==> src/rtl/pc_pkg.sv <==
// Shared types and the next-PC target selection for the fetch PC unit.
package pc_pkg;

    typedef enum logic [1:0] {
        PC_SEQ    = 2'b00,
        PC_BRANCH = 2'b01,
        PC_JALR   = 2'b10,
        PC_RET    = 2'b11
    } pcsrc_t;

    localparam int unsigned ADDR_MAX = 64;

    typedef logic [ADDR_MAX-1:0] addr_t;

    // Callers zero-extend and truncate; low XLEN bits stay exact mod 2^XLEN.
    function automatic addr_t next_target(
        input pcsrc_t src,
        input addr_t  pc,
        input addr_t  inc,
        input addr_t  imm,
        input addr_t  base,
        input addr_t  ras_top,
        input logic   ras_hit
    );
        addr_t jalr;
        addr_t tgt;
        jalr = (base + imm) & ~addr_t'(1);
        tgt  = pc + inc;
        unique case (src)
            PC_SEQ:    tgt = pc + inc;
            PC_BRANCH: tgt = pc + imm;
            PC_JALR:   tgt = jalr;
            PC_RET:    tgt = ras_hit ? ras_top : jalr;
        endcase
        return tgt;
    endfunction

endpackage

==> src/rtl/pc_unit_ras_stack.sv <==
// Return-address stack: circular buffer, saturating count.
module ras_stack #(
    parameter int XLEN  = 32,
    parameter int DEPTH = 4
) (
    input  logic                       clk,
    input  logic                       rst,
    input  logic                       push,
    input  logic                       pop,
    input  logic [XLEN-1:0]            wdata,
    output logic [XLEN-1:0]            rdata,
    output logic [$clog2(DEPTH):0]     cnt
);
    localparam int PW = $clog2(DEPTH);
    localparam int CW = PW + 1;

    logic [XLEN-1:0] mem [DEPTH];
    logic [PW-1:0]   top;
    logic            pop_ok;
    logic            swap;

    assign pop_ok = pop && (cnt != '0);
    assign swap   = push && pop_ok;
    assign rdata  = mem[top];

    always_ff @(posedge clk or posedge rst) begin
        if (rst) begin
            top <= '0;
            cnt <= '0;
        end else if (swap) begin
            top <= top;
        end else if (push) begin
            top <= top + 1'b1;
            if (cnt != CW'(DEPTH))
                cnt <= cnt + 1'b1;
        end else if (pop_ok) begin
            top <= top - 1'b1;
            cnt <= cnt - 1'b1;
        end
    end

    // Call+return in one cycle rewrites the current top in place.
    always_ff @(posedge clk) begin
        if (push)
            mem[swap ? top : top + 1'b1] <= wdata;
    end

endmodule

==> src/rtl/pc_unit.sv <==
// Fetch PC register with next-PC mux, fetch stall and return-address stack.
// Optional misaligned-target trap: define PC_MISALIGN_TRAP_EN.
module pc_unit
    import pc_pkg::*;
#(
    parameter int              XLEN      = 32,
    parameter logic [XLEN-1:0] RESET_VEC = 'h0,
    parameter int              INC       = 4,
    parameter int              RAS_DEPTH = 4,
    parameter logic [XLEN-1:0] TRAP_VEC  = 'h4
) (
    input  logic                         clk,
    input  logic                         rst,
    input  logic                         stall_i,
    input  logic [1:0]                   pcsrc_i,
    input  logic [XLEN-1:0]              imm_i,
    input  logic [XLEN-1:0]              base_i,
    input  logic                         call_i,
    output logic [XLEN-1:0]              pc_o,
    output logic [$clog2(RAS_DEPTH):0]   ras_cnt_o,
    output logic                         misalign_o
);
    logic [XLEN-1:0] pc_q;
    logic [XLEN-1:0] seq_pc;
    logic [XLEN-1:0] tgt;
    logic [XLEN-1:0] ras_top;
    logic            ras_hit;
    logic            trap;
    logic            push;
    logic            pop;
    logic            mis_q;
    pcsrc_t          src;

    assign src     = pcsrc_t'(pcsrc_i);
    assign seq_pc  = pc_q + XLEN'(INC);
    assign ras_hit = ras_cnt_o != '0;

    assign tgt = XLEN'(next_target(
        src,
        addr_t'(pc_q),
        addr_t'(XLEN'(INC)),
        addr_t'(imm_i),
        addr_t'(base_i),
        addr_t'(ras_top),
        ras_hit
    ));

`ifdef PC_MISALIGN_TRAP_EN
    assign trap = (src != PC_SEQ) && (tgt[1:0] != 2'b00);
`else
    assign trap = 1'b0;
`endif

    // A trapped redirect leaves the RAS untouched.
    assign push = !stall_i && !trap && call_i && (src != PC_SEQ);
    assign pop  = !stall_i && !trap && (src == PC_RET);

    ras_stack #(
        .XLEN  (XLEN),
        .DEPTH (RAS_DEPTH)
    ) u_ras (
        .clk   (clk),
        .rst   (rst),
        .push  (push),
        .pop   (pop),
        .wdata (seq_pc),
        .rdata (ras_top),
        .cnt   (ras_cnt_o)
    );

    always_ff @(posedge clk or posedge rst) begin
        if (rst) begin
            pc_q  <= RESET_VEC;
            mis_q <= 1'b0;
        end else if (stall_i) begin
            mis_q <= 1'b0;
        end else begin
            pc_q  <= trap ? TRAP_VEC : tgt;
            mis_q <= trap;
        end
    end

    assign pc_o       = pc_q;
    assign misalign_o = mis_q;

endmodule

==> config.mk <==
export PLATFORM = sky130hd
export DESIGN_NAME = pc_unit
export DESIGN_NICKNAME = d
export VERILOG_FILES = /design/src/rtl/pc_pkg.sv /design/src/rtl/pc_unit_ras_stack.sv /design/src/rtl/pc_unit.sv
export SDC_FILE = /design/constraint.sdc
export NUM_CORES = 1
export LEC_CHECK = 0
export BUFFER_PORTS_ARGS = -buffer_cell sky130_fd_sc_hd__buf_2
export CORE_AREA = 4 4 137 139
export DETAILED_ROUTE_END_ITERATION = 7
export DIE_AREA = 0 0 141 143
export PLACE_DENSITY = 0.84
export SLEW_MARGIN = 30
export SYNTH_ARGS = -nofsm -noshare
export SYNTH_HDL_FRONTEND = slang
export SYNTH_SLANG_ARGS = --single-unit
==> constraint.sdc <==
create_clock -name clk -period 13.08 [get_ports clk]
set_clock_uncertainty 0.05 [all_clocks]
set_input_delay 3.27 -clock clk [delete_from_list [all_inputs] [get_ports clk]]
set_output_delay 3.27 -clock clk [all_outputs]
set_load 0.02 [all_outputs]
# After elaboration in Yosys (flattened, before gate mapping)
# Memories as Yosys holds them, arrays and structs flattened.
# Cells that the tools add are included.
# W data, S select, Z words.
# word_totals
word_cells	40
regBits	37
in_bits	70
memories	1
output_inout_bits	36
ramBits	128
# op_classes
addsub	8
mux	10
eq_ne	5
n_bitwise	1
n_reduce_logical	12
# mem_list
name	depth	width	rd	rd_clocked_by_memory_dff	wr	line	text
u_ras.mem	4	32	1	0	1	pc_unit_ras_stack.sv:17	logic [XLEN-1:0] mem [DEPTH];
# op_table
cell	n
$pmux W32 S4	1
$add A32 B3 Y32 const B	2
$add A32 B32 Y32	2
$mux W32	1
$mux W3	3
$mux W2	3
$logic_and A1 B1 Y1	5
$eq A2 B2 Y1 const B	2
$reduce_bool A2 Y1	2
$add A3 B1 Y3 const B	1
$ne A3 B3 Y1 const B	1
$reduce_and A3 Y1	1
$reduce_bool A3 Y1	1
$sub A3 B1 Y3 const B	1
$add A2 B1 Y2 const B	1
$eq A2 B1 Y1 const B	1
$logic_not A2 Y1	1
$mux W1	2
$ne A2 B2 Y1 const B	1
$reduce_and A2 Y1	1
$sub A2 B1 Y2 const B	1
$logic_not A1 Y1	1
$not A1 Y1	1

# Longest topological paths before layout
# logic_depth
depth_word	6
depth_mapped	11

# Modules after synthesis
# From an unflattened synthesis, not the netlist that was laid out.
# hier_totals
cells_unflattened	1043
area_unflattened_um2	11061.9
# modules_own_cells
mod	area_per_inst_um2	cells_each	instances	seq_area_each_um2
pc_unit	6057.1	832	1	800.8
ras_stack	5004.8	211	1	3968.8

# Worst setup path after synthesis
# Ideal clock, no wire load.
# synth_path
path_type	input -> register
start	input pcsrc_i[1]
end	memory u_ras.mem[1][0], enable pin
required_ps	12562
slack_ps	5605
t_arrival_ps	6957
setup_ps	468
path_stages	9
path_buffers	2
cell_sequence	clkbuf_1 -> inv_1 -> clkbuf_1 -> nor2_1 -> nand2_1 -> inv_1 -> ha_1 -> xnor2_1 -> nor3b_1
# synth_between
elab_chain_cells	5
word_cells_on_any_way	9
# synth_rtl
item	line	text
from (decl)	pc_unit.sv:15	input logic [1:0] pcsrc_i,
$eq A2 B2 Y1	pc_unit.sv:56	assign pop = !stall_i && !trap && (src == PC_RET);
$logic_and A1 B1 Y1	pc_unit.sv:56	
$logic_and A1 B1 Y1	pc_unit_ras_stack.sv:22	assign pop_ok = pop && (cnt != '0);
$logic_and A1 B1 Y1	pc_unit_ras_stack.sv:23	assign swap = push && pop_ok;
$mux W2	pc_unit_ras_stack.sv:45	mem[swap ? top : top + 1'b1] <= wdata;
to (decl)	pc_unit_ras_stack.sv:17	
# Several ways; a longest one is shown, not always the timed one.

# Worst setup path after layout
# layout_path
start	input pcsrc_i[1]
end	memory u_ras.mem[1][16], enable pin
# Same word-level chain as after synthesis.

==> flow_metrics.py <==
metrics = {
    "run_status": {
        "outcome": "finished clean",
    },
    "finish": {
        "fin_util_pct": 70.90,
        "drive_gt1_share_pct": 17.82,
        "finalNetCount": 1297,
        "design_area_mm2": 0.01252,
        "fillers": 1243,
        "syn_to_final_growth_pct": 12.02,
        "antenna_cells": 0,
    },
    "drt": {
        "first_pass_iters": 7,
        "ant_nets": 0,
        "route.detailed.drc": 0,
        "vias": 9937,
        "post_drt_wl_per_cell_um": 23.97,
        "drtIter0Drc": 1414,
        "drt_wl_total_mm": 33.60,
        "vias_per_cell": 7.088,
    },
    "setup_path": {
        "r2r_cells": 8,
        "crit_slowest_cell": "buf_2",
        "critical_path_class": "primary input to flop",
        "cp-startpoint": "pcsrc_i[1]",
        "cpPeakStageDelay_ps": 600,
        "cp_num_buf_inv": 4,
        "required_ps": 13100,
        "cp_max_fo": 35,
        "critPathTopFamily": "buffers and inverters",
        "path_depth": 10,
        "worstSetupEndpointType": "flop",
        "crit_arrival_ps": 6030,
        "crit_chain": "buf_2 -> nor2_1 -> buf_4 -> nor2_1 -> nand2_1 -> inv_1 -> ha_1 -> xnor2_1 -> nor3b_2 -> buf_4",
        "crit_path_start_kind": "primary input",
        "rr_startpoint": "pc_o[2]$_DFFE_PP0N_",
    },
    "synthesis": {
        "synthAdderAreaFrac_pct": 7.703,
        "syn_nets": 1211,
        "yosys_warnings": 0,
        "synth.mux.area_fraction_pct": 7.434,
        "synth-compound-area-share_pct": 19.01,
        "syn_area_mm2": 0.01118,
        "yosysSeqAreaShare_pct": 42.68,
        "syn_area_per_cell_um2": 10.41,
        "synth_edf_count": 128,
        "ys_ff_latch": 165,
        "ys.flop_type": "edfxtp_1",
        "synthSimpleGateAreaFrac_pct": 14.50,
        "synthCells": 1074,
        "async_flop_share_pct": 22.42,
        "synth_top_family_by_area": "compound AO/OA/AOI/OAI gates",
        "synth-xor-area-share_pct": 5.721,
        "netlist-cell-type-count": 80,
    },
    "min_path": {
        "hold_depth": 1,
        "hold_start": "u_ras.cnt[2]$_DFFE_PP0P_",
        "hold_class": "flop to flop",
    },
    "global_route": {
        "grt_overflow": 0,
        "grt_pass1_vias": 9153,
        "grt.total_usage_pct": 33.18,
        "grt_first_pass_wirelength_mm": 51.20,
        "grt_max_degree": 49,
        "antenna_found_initial": 0,
    },
    "pwr": {
        "ir_drop_v": 0.0001319,
        "p_leak_nw": 4.857,
        "powerDensity_mw_per_mm2": 188.0,
    },
    "clock_network": {
        "clock_path_buffers": 2,
        "cts_tree": "built",
        "postCtsHoldBufs": 0,
        "cts_max_level": 4,
        "numCtsBuffers": 17,
        "cts_setup_buffers": 0,
        "cts_root_buf": "clkbuf_16",
        "worstSkewPairLatency_ps": 430,
        "cts.clk_slew.worst_paths_ps": 70,
        "ctsResizeCount": 0,
        "numClockSinks": 165,
    },
    "floorplan": {
        "fp-row-count": 49,
        "die_area_mm2": 0.02016,
        "die_h_um": 143,
        "io_pins": 106,
        "core_area_mm2": 0.01766,
        "start_util_pct": 63.29,
        "die_x_um": 141,
    },
    "placed_design": {
        "gp_congestion": 1.007,
        "dp_hpwl_mm": 22.98,
        "post_dp_cell_area_mm2": 0.01191,
        "port_buffers": 104,
    },
    "timing": {
        "period_minus_slack_ps": 6012,
        "drv_slew": 0,
        "grt_setup_unrepaired": "no",
        "hold_violations": 0,
        "relSlewSlack_pct": 28.55,
        "tns_ps": 0,
        "finalSetupViolations": 0,
        "max_clock_freq_ghz": 0.1663,
        "tightest_slew_ps": 1069,
        "period_share_pct": 45.97,
    },
    "flow_run": {
        "maxCapViolCount": 0,
    },
}
final timing paths:
check | endpoint | slack, ps
hold / removal | u_ras.cnt[2]$_DFFE_PP0P_ | 500
min in group asynchronous | pc_o[1]$_DFFE_PP0P_ | 2940
setup / recovery | u_ras.mem[1][16]$_DFFE_PP_ | 7070
hold reg to reg | u_ras.cnt[2]$_DFFE_PP0P_ | 500
max in group asynchronous | u_ras.top[0]$_DFFE_PP0P_ | 9630
setup reg to reg | pc_o[20]$_DFFE_PP0N_ | 9690
placed cells by master, fill, tap and decap left out, types with 5 or more instances in the layout:
master	n
nor2_1	67
buf_4	16
and2_1	7
nand3_1	35
edfxtp_1	128
a21o_1	27
nor3b_1	5
nor2b_1	5
mux2i_1	11
o22ai_1	6
nor3_1	28
inv_1	28
ha_1	64
and4_1	6
o21a_1	6
buf_2	104
a32oi_1	5
clkbuf_16	17
xnor2_1	55
xor2_1	18
o21ai_0	57
nand4_1	14
inv_6	6
mux4_2	31
nand2b_1	13
a221oi_1	5
o21bai_1	9
o221ai_1	8
o211ai_1	20
a211oi_1	17
a31oi_1	13
nand2_1	96
dfrtp_1	36
and3_1	27
a21oi_1	81
o31ai_1	9
registers in the layout (all words and copies together), names as in the netlist:
signal and cells:
u_ras.cnt 3, u_ras.mem 128, pc_o 32, u_ras.top 2
stage by stage:
| stage | hold slack (ps) | cells | total power [W] | worst slack [ps] |
|---|---|---|---|---|
| finish | 498.6 | 1402 | 0.002353 | 7068 |
| global route | 539.7 | 1402 | 0.002464 | 6910 |
| CTS | 495.9 | 1402 | 0.002325 | 7111 |
| detailed placement | 486.5 | 1370 | 0.001807 | 6704 |
| global placement | 490.1 | 1370 | 0.001782 | 6876 |
| floorplan | 465.2 | 1074 | 0.001515 | 5605 |
power breakdown:
| part | switching, W | internal, W |
|---|---|---|
| Clock | 0.000225 | 0.000290 |
| Sequential | 0.000111 | 0.000690 |
| Combinational | 0.000627 | 0.000411 |
worst reg2reg max path: stages (launching register included):
cell and delay [ps]:
dfrtp_1 540, ha_1 360, nand3_1 270, nor3_1 670, nand3_1 210, xnor2_1 620, a211o_1 250, a21oi_1 70
nor3_1 260
cell type report:
class	instances	area, um^2	share of cell area (%)
Multi-Input combinational cell	827	6098	48.71
Sequential cell	165	4771	38.11
Timing Repair Buffer	120	640.6	5.117
Clock buffer	17	425.4	3.398
Tap cell	229	286.5	2.289
Clock inverter	15	188.9	1.509
Inverter	29	108.9	0.8695
synthesized netlist by cell type (4+ instances only):
library cell    n  area share, %
o21bai_1        9           0.60
ha_1           64            7.2
nand4_1        14           0.78
xnor2_1        55            4.3
nand3_1        35            1.6
nand2_1        96            3.2
mux2i_1        11           0.99
a211oi_1       17            1.1
a21o_1         27            1.8
and4_1          6           0.47
a211o_1         4           0.31
edfxtp_1      128             34
o22ai_1         6           0.34
o21a_1          6           0.40
and3_1         27            1.5
o221ai_1        8           0.63
xor2_1         18            1.4
o21ai_0        57            2.6
nor2_1         70            2.4
o311ai_0        4           0.31
and2_1          7           0.39
dfrtp_1        37            8.3
buf_2           4           0.18
a21oi_1        81            3.6
a31oi_1        13           0.73
o211ai_1       20            1.3
inv_1          29           0.97
a221oi_1        5           0.39
nor4_1          5           0.28
nand2b_1       13           0.73
nor2b_1         5           0.28
clkbuf_1       43            1.4
nor3b_1         6           0.40
nor3_1         28            1.3
mux4_2         31            6.2
a32oi_1         5           0.39
o31ai_1         9           0.60
logic make-up (layout without fill, tap and decap cells):
group / after synthesis / in the layout
AND/OR/NAND/NOR: 330 / 330
other: 1 / 1
XOR/XNOR: 73 / 73
multiplexers: 44 / 44
adder cells (fa/ha/maj): 67 / 67
buffers and inverters: 82 / 181
flip-flops: 165 / 165
AO/OA/AOI/OAI: 312 / 312
layer usage:
layer  up-vias  wire [um]  global-route usage (%)  part of all wire (%)
met4         0       1491                   13.41                   4.4
met2       769      15250                   50.71                    45
li1       4340          -                       -                     -
met1      4692      12700                   45.87                    38
met5         -          0                       0                     0
met3       136       4168                   8.439                    12
(Power assumes the default switching activity.)
